**src/rtl/rv_mem_arbiter_if.sv**
```systemverilog
// rv_mem_arbiter_if: requester and memory-side bus of the shared-memory arbiter
interface rv_mem_arbiter_if #(
    parameter int NUM_PORTS = 2,
    parameter int ADDR_W    = 32,
    parameter int DATA_W    = 32
);
    logic [NUM_PORTS-1:0]        req;
    logic [NUM_PORTS-1:0]        we;
    logic [3*NUM_PORTS-1:0]      func3;
    logic [ADDR_W*NUM_PORTS-1:0] addr;
    logic [DATA_W*NUM_PORTS-1:0] wdata;
    logic [NUM_PORTS-1:0]        flush;
    logic [NUM_PORTS-1:0]        gnt;
    logic [NUM_PORTS-1:0]        rvalid;
    logic [DATA_W-1:0]           rdata;
    logic                        mem_ready;
    logic                        mem_read;
    logic                        mem_write;
    logic [2:0]                  mem_func3;
    logic [ADDR_W-1:0]           mem_addr;
    logic [DATA_W-1:0]           mem_wdata;
    logic [DATA_W-1:0]           mem_rdata;

    modport master (
        output req, we, func3, addr, wdata, flush, mem_ready, mem_rdata,
        input  gnt, rvalid, rdata, mem_read, mem_write, mem_func3, mem_addr, mem_wdata
    );

    modport slave (
        input  req, we, func3, addr, wdata, flush, mem_ready, mem_rdata,
        output gnt, rvalid, rdata, mem_read, mem_write, mem_func3, mem_addr, mem_wdata
    );
endinterface

```
**src/rtl/rv_mem_arbiter.sv**
```systemverilog
// rv_mem_arbiter: N-port shared-memory arbiter with pipelined read tracking and per-port flush; round-robin when RV_MEM_ARB_RR_EN is defined, fixed priority otherwise
module rv_mem_arbiter #(
    parameter int NUM_PORTS = 2,
    parameter int ADDR_W    = 32,
    parameter int DATA_W    = 32,
    parameter int MEM_LAT   = 1
) (
    input logic            clk,
    input logic            rst,
    rv_mem_arbiter_if.slave bus
);
    localparam int IW = $clog2(NUM_PORTS);

    if (MEM_LAT < 1 || MEM_LAT > 8) begin : g_bad_lat
        $error("rv_mem_arbiter: MEM_LAT must be within 1..8");
    end
    if (NUM_PORTS < 2) begin : g_bad_ports
        $error("rv_mem_arbiter: NUM_PORTS must be at least 2");
    end

    logic                         hit;
    logic                         out_v;
    logic [IW-1:0]                sel;
    logic [IW-1:0]                idx;
    logic [IW-1:0]                ptr;
    logic [MEM_LAT-1:0]           vld_q, vld_d;
    logic [MEM_LAT-1:0][IW-1:0]   id_q, id_d;

`ifdef RV_MEM_ARB_RR_EN
    logic [IW-1:0] ptr_q, ptr_d;

    // remember the last winner so the next search resumes just after it
    always_comb ptr_d = hit ? sel : ptr_q;

    // pointer starts at the last port so port 0 has first priority out of reset
    always_ff @(posedge clk or negedge rst) begin
        if (!rst) ptr_q <= IW'(NUM_PORTS - 1);
        else      ptr_q <= ptr_d;
    end

    assign ptr = ptr_q;
`else
    assign ptr = IW'(NUM_PORTS - 1);
`endif

    // first requester after the pointer wins; a pointer pinned at the last port gives lowest-index-first
    always_comb begin
        hit = 1'b0;
        sel = '0;
        idx = '0;
        for (int k = NUM_PORTS; k >= 1; k--) begin
            idx = IW'((int'(ptr) + k) % NUM_PORTS);
            if (bus.req[idx]) begin
                hit = rst & bus.mem_ready;
                sel = idx;
            end
        end
    end

    // put the granted port's command on the memory bus; everything reads zero without a grant
    always_comb begin
        bus.gnt       = '0;
        bus.gnt[sel]  = hit;
        bus.mem_write = hit & bus.we[sel];
        bus.mem_read  = hit & ~bus.we[sel];
        bus.mem_func3 = hit ? bus.func3[int'(sel)*3 +: 3] : '0;
        bus.mem_addr  = hit ? bus.addr[int'(sel)*ADDR_W +: ADDR_W] : '0;
        bus.mem_wdata = hit ? bus.wdata[int'(sel)*DATA_W +: DATA_W] : '0;
    end

    // shift read tags along, killing in-flight entries of flushed ports; a read issued now survives
    always_comb begin
        vld_d    = '0;
        id_d     = '0;
        vld_d[0] = bus.mem_read;
        id_d[0]  = sel;
        for (int i = 1; i < MEM_LAT; i++) begin
            vld_d[i] = vld_q[i-1] & ~bus.flush[id_q[i-1]];
            id_d[i]  = id_q[i-1];
        end
    end

    // read-tracking pipeline; reset discards every in-flight read
    always_ff @(posedge clk or negedge rst) begin
        if (!rst) begin
            vld_q <= '0;
            id_q  <= '0;
        end else begin
            vld_q <= vld_d;
            id_q  <= id_d;
        end
    end

    // the emerging entry returns memory data to its port unless that port is flushing this cycle
    always_comb begin
        out_v                        = vld_q[MEM_LAT-1] & ~bus.flush[id_q[MEM_LAT-1]];
        bus.rvalid                   = '0;
        bus.rvalid[id_q[MEM_LAT-1]]  = out_v;
        bus.rdata                    = out_v ? bus.mem_rdata : '0;
    end
endmodule

```
**src/flat_wrapper.sv**
```systemverilog
// flat-port wrapper written by rule: the top's interface ports become plain ports
module rv_mem_arbiter_flat 
#(
    parameter int NUM_PORTS = 2,
    parameter int ADDR_W    = 32,
    parameter int DATA_W    = 32,
    parameter int MEM_LAT   = 1
)
  (clk, rst, bus_req, bus_we, bus_func3, bus_addr, bus_wdata, bus_flush, bus_mem_ready, bus_mem_rdata, bus_gnt, bus_rvalid, bus_rdata, bus_mem_read, bus_mem_write, bus_mem_func3, bus_mem_addr, bus_mem_wdata);
  rv_mem_arbiter_if #(.NUM_PORTS(NUM_PORTS), .ADDR_W(ADDR_W), .DATA_W(DATA_W)) bus_i ();
  input logic clk;
  input logic rst;
  input wire logic [$bits(bus_i.req)-1:0] bus_req;
  input wire logic [$bits(bus_i.we)-1:0] bus_we;
  input wire logic [$bits(bus_i.func3)-1:0] bus_func3;
  input wire logic [$bits(bus_i.addr)-1:0] bus_addr;
  input wire logic [$bits(bus_i.wdata)-1:0] bus_wdata;
  input wire logic [$bits(bus_i.flush)-1:0] bus_flush;
  input wire logic [$bits(bus_i.mem_ready)-1:0] bus_mem_ready;
  input wire logic [$bits(bus_i.mem_rdata)-1:0] bus_mem_rdata;
  output wire logic [$bits(bus_i.gnt)-1:0] bus_gnt;
  output wire logic [$bits(bus_i.rvalid)-1:0] bus_rvalid;
  output wire logic [$bits(bus_i.rdata)-1:0] bus_rdata;
  output wire logic [$bits(bus_i.mem_read)-1:0] bus_mem_read;
  output wire logic [$bits(bus_i.mem_write)-1:0] bus_mem_write;
  output wire logic [$bits(bus_i.mem_func3)-1:0] bus_mem_func3;
  output wire logic [$bits(bus_i.mem_addr)-1:0] bus_mem_addr;
  output wire logic [$bits(bus_i.mem_wdata)-1:0] bus_mem_wdata;
  assign bus_i.req = bus_req;
  assign bus_i.we = bus_we;
  assign bus_i.func3 = bus_func3;
  assign bus_i.addr = bus_addr;
  assign bus_i.wdata = bus_wdata;
  assign bus_i.flush = bus_flush;
  assign bus_i.mem_ready = bus_mem_ready;
  assign bus_i.mem_rdata = bus_mem_rdata;
  assign bus_gnt = bus_i.gnt;
  assign bus_rvalid = bus_i.rvalid;
  assign bus_rdata = bus_i.rdata;
  assign bus_mem_read = bus_i.mem_read;
  assign bus_mem_write = bus_i.mem_write;
  assign bus_mem_func3 = bus_i.mem_func3;
  assign bus_mem_addr = bus_i.mem_addr;
  assign bus_mem_wdata = bus_i.mem_wdata;
  rv_mem_arbiter #(.NUM_PORTS(NUM_PORTS), .ADDR_W(ADDR_W), .DATA_W(DATA_W), .MEM_LAT(MEM_LAT)) u_core (.clk(clk), .rst(rst), .bus(bus_i));
endmodule
```
**config.mk**
```make
export PLATFORM = sky130hd
export DESIGN_NAME = rv_mem_arbiter_flat
export DESIGN_NICKNAME = d
export VERILOG_FILES = /design/src/rtl/rv_mem_arbiter_if.sv /design/src/rtl/rv_mem_arbiter.sv /design/src/flat_wrapper.sv
export SDC_FILE = /design/constraint.sdc
export NUM_CORES = 1
export LEC_CHECK = 0
export CORE_AREA = 2 2 108 110
export CTS_CLUSTER_DIAMETER = 40
export DETAILED_ROUTE_END_ITERATION = 8
export DIE_AREA = 0 0 110 112
export GPL_TIMING_DRIVEN = 0
export PLACE_DENSITY = 0.7
export SYNTH_ARGS = -nofsm -noshare
export SYNTH_HDL_FRONTEND = slang
export SYNTH_SLANG_ARGS = --single-unit
```
**constraint.sdc**
```tcl
create_clock -name clk -period 1.5 [get_ports clk]
set_input_delay 0.225 -clock clk [delete_from_list [all_inputs] [get_ports clk]]
set_output_delay 0.225 -clock clk [all_outputs]
set_load 0.02 [all_outputs]
```
### Yosys cells after proc, flatten, opt, wreduce, memory -nomap -nowiden

Index checks and enable logic that the tools add are counted.

* magnitude comparators: 4
* shift-type cells: 3
* multiply operators: 1
* reduce and logical (&&, ||, !) cells: 2
* multiplexer cells: 16
* bitwise gates (word level): 8

Operators by type and width (count)
* indexed part select 64 x 7 -> 32 bit: 2
* two-way mux 32 bit: 3
* indexed part select 6 x 32 -> 3 bit: 1
* two-way mux 1 bit: 10
* AND 1 bit: 4
* AND 2 bit: 2
* less-than comparator 1 x 2 -> 1 bit, second input constant: 2
* multiplier 1 x 2 -> 3 bit, second input constant: 1
* two-way mux 3 bit: 1
* demux 1 bit (select 1 bit): 2
* greater-or-equal comparator 1 bit, second input constant: 2
* logical AND 1 bit: 2
* inverter 1 bit: 2

* input port bits: 175
* register bits: 2
* output and inout bits: 105
* logic and storage cells: 36

### Logic depth before layout (Yosys ltp)

* depth in word-level cells: 7
* gate-level depth with buffers: 5
* depth with buffers taken out: 2

### Worst setup path before layout

No wires, ideal clock.

* path type: reg-to-output
* start: reg u_core.id_q
* end: out bus_rdata[10]
* cell stages (with the launch flop): 4
* arrival: 1.154 ns
* setup slack: 0.121 ns
* required time: 1.275 ns
* cell sequence: dfrtp_1 > mux2_4 > buf_6 > and3b_1

* word-level cells in the longest chain between the ends: 5

Ends and longest elaborated chain
* start, declared: RTL line rv_mem_arbiter.sv:27 `logic [MEM_LAT-1:0][IW-1:0] id_q, id_d;`
* start signal, assigned: RTL line rv_mem_arbiter.sv:90 `id_q <= id_d;`
* two-way mux 1 bit (implied by the code) (2 in a row): RTL line rv_mem_arbiter.sv:96 `out_v = vld_q[MEM_LAT-1] & ~bus.flush[id_q[MEM_LAT-1]];`
* inverter 1 bit: RTL line rv_mem_arbiter.sv:96
* AND 1 bit: RTL line rv_mem_arbiter.sv:96
* two-way mux 32 bit: RTL line rv_mem_arbiter.sv:99 `bus.rdata = out_v ? bus.mem_rdata : '0;`
* end, declared: RTL line flat_wrapper.sv:23 `output wire logic [$bits(bus_i.rdata)-1:0] bus_rdata;`

Every way passes these cells. The select of a mux whose other input is x is not followed.

### Worst setup path in the final report

Same ends and word-level chain as after synthesis.

==> results_dict.tcl <==
set metrics [dict create \
    multi_input_area_um2 1515 \
    chipHeight_um 112 \
    status "finished, violations left" \
    fin_tns_setup_ns -5.341 \
    ios 280 \
    hpwl_mm 8.895 \
    placed_area_um2 4662 \
    seqPwrFrac_pct 3.9 \
    power.density_nw_per_um2 337.0 \
    grt_pass1_vias 3256 \
    dp_slack_ns -1.100 \
    pwr-share-comb_pct 70.3 \
    routed_via_density 4.531 \
    grtUsageTotal_pct 16.58 \
    area_growth_pct 173.0 \
    cts_root_buf "clkbuf_16" \
    initial_core_util_pct 15.22 \
    tightest_slew_ns 0.3192 \
    netSwitchingPower_mw 0.5125 \
    peakVddDrop_mv 0.2582 \
    synth_ff_type "dfrtp_1" \
    cap_violations 0 \
    hp-class "input port to flop" \
    avgSynthCellArea_um2 5.966 \
    remaining_drc_errors 0 \
    cts_tree "done" \
    fmax_mhz 588.1 \
    end_kind "output pin" \
    fin_area_um2 4642 \
    wl_per_cell_um 15.58 \
    instances_no_fill 717 \
    cp.arrival_ns 1.48 \
    ys_ff_latch 2 \
    die-area_um2 12320 \
    crit_fanout 7 \
    dr.pass1.iters 4 \
    syn_area_um2 1700 \
    grt-busiest-layer "met2" \
    clk_pin_slew_ns 0.03 \
    p_leak_nw 2.162 \
    synth-edff-count 0 \
    use_met2_pct 30.55 \
    fin_nets 751 \
    vias 3249 \
    place.gp.congestion 0.8026 \
    grt_max_degree 11 \
    cts.sinks 2 \
    critPathRequiredTime_ns 1.27 \
    synth_top_area_share_pct 30.02 \
    slew_headroom_pct 78.72 \
    layout-drive-gt1-share_pct 28.57 \
    post-route-period-util_pct 113.4 \
    violations "negative setup slack" \
    dp_cells 706 \
    p_clk_share_pct 25.8 \
    min_period_ns 1.700 \
    synth_area_leaders "nand3b_1 (30%), a21oi_1 (20%), and3b_1 (15%), nand2_1 (15%), buf_2 (5.6%)" \
    wirelength_mm 11.17 \
    syn_inst 285 \
    utilization_pct 41.54 \
    total_power_mw 1.564 \
    rsz0062_at_grt "yes" \
    synth_most_common_cell "nand2_1" \
    grt_antenna_before_repair 0 \
    start_kind "flop" \
    use_met1_pct 19.25 \
    numCtsBuffers 3 \
    n_antenna_cell 0 \
    critical_path_class "flop to output pin" \
    grt_overflow 0 \
    hold_viol 0 \
    switching_share_pct 32.77 \
    drt_iter0_drc 146 \
    h-tree-depth 1 \
    postSynth.asyncResetShare_pct 100.0 \
    yosys-top-cells-count "nand2_1 (70), a21oi_1 (69), nand3b_1 (68)" \
    cp-startpoint "u_core.id_q$_DFF_PN0_" \
    ys_types 17 \
    core_area_um2 11170 \
    fillers 1168 \
    use_met3_pct 3.864 \
    seq_area_um2 51.30 \
    grt_pass1_wl_mm 16.34 \
    yosysTopAreaCell "nand3b_1" \
    setup_viol 32 \
    internal_power_mw 1.052 \
    yosys_warnings 0 \
    io_buffers 278 \
    hp-start "bus_we[1]" \
    rows 39 \
    final-max-slew-violation-count 0 \
    cts_buffer_depth 2 \
    setup_ws_ns -0.2004 \
    antenna_left 0 \
    fp.dieW_um 110 \
    syn_nets 460 \
    hold_slack_ns 0.3717 \
    yosysSeqAreaShare_pct 2.943 \
]
kinds of logic (layout without fill, tap and decap cells):
| logic type | after synthesis | after routing | synth area share (%) |
|---|---|---|---|
| AOI/OAI and AO/OA | 69 | 69 | 20.31 |
| buffers and inverters | 36 | 325 | 11.11 |
| DFF | 2 | 2 | 2.943 |
| muxes | 1 | 1 | 0.8827 |
| and+or+nand+nor | 177 | 177 | 64.75 |
critical path: stages, from the launching register on:
cell	delay (ns)
dfrtp_1	0.38
mux2_4	0.36
buf_6	0.14
and3b_2	0.25
buf_6	0.12
power groups by stage:
| stage | combinational, mW | sequential, mW | clock, mW |
|---|---|---|---|
| 5_1_grt | 1.18 | 0.0604 | 0.419 |
| 3_5_place_dp | 1.10 | 0.0609 | 0 |
| 3_3_place_gp | 1.09 | 0.0608 | 0 |
| 2_1_floorplan | 0.398 | 0.0594 | 0 |
| 4_1_cts | 1.09 | 0.0603 | 0.407 |
| 6_report | 1.10 | 0.0605 | 0.404 |
path summary, 6_finish.rpt:
check | cells past startpoint | to | slack [ns]
setup / recovery | 4 | bus_rdata[10] | -0.20
hold / removal | 3 | u_core.vld_q$_DFF_PN0_ | 0.37
max in group asynchronous | 2 | u_core.vld_q$_DFF_PN0_ | 0.86
min in group asynchronous | 2 | u_core.vld_q$_DFF_PN0_ | 0.49
area by class of cell:
class	count	share of cell area [%]
timing repair buffer	286	54.58
multi-input combinational	247	32.64
buffer	36	6.199
tap	143	3.854
clock buffer	3	1.617
sequential	2	1.105
layout by cell type, fill, tap and decap left out, types with 2 or more instances in the layout:
cell type,count
nor2b_1,2
clkdlybuf4s50_1,167
nand2_1,69
clkbuf_1,2
dlygate4sd2_1,4
clkbuf_16,4
a21oi_4,2
buf_4,26
clkbuf_8,3
and3b_1,29
buf_6,35
a21oi_2,4
buf_2,74
nand3b_1,68
clkbuf_4,5
a21oi_1,63
clkbuf_2,2
and3b_2,3
sequential cells by signal (all words and copies together) (netlist names):
name	count
u_core.id_q	1
u_core.vld_q	1
layer usage:
metal  wire (µm)  up-vias
li1            -     1576
met1        4294     1473
met2        5542      188
met3        1212       12
met4         125        0
met5           0        -
repair_timing:
action / CTS / global route
cloned: 3 / 1
endpoints found under the hold margin: 2 / 0
endpoints found under the setup margin: 106 / 71
resized for setup: 516 / 35
hold buffers: 1 / 0
buffers inserted: 2 / 1
pin swaps: 3 / 3
(Power assumes the default switching activity.)
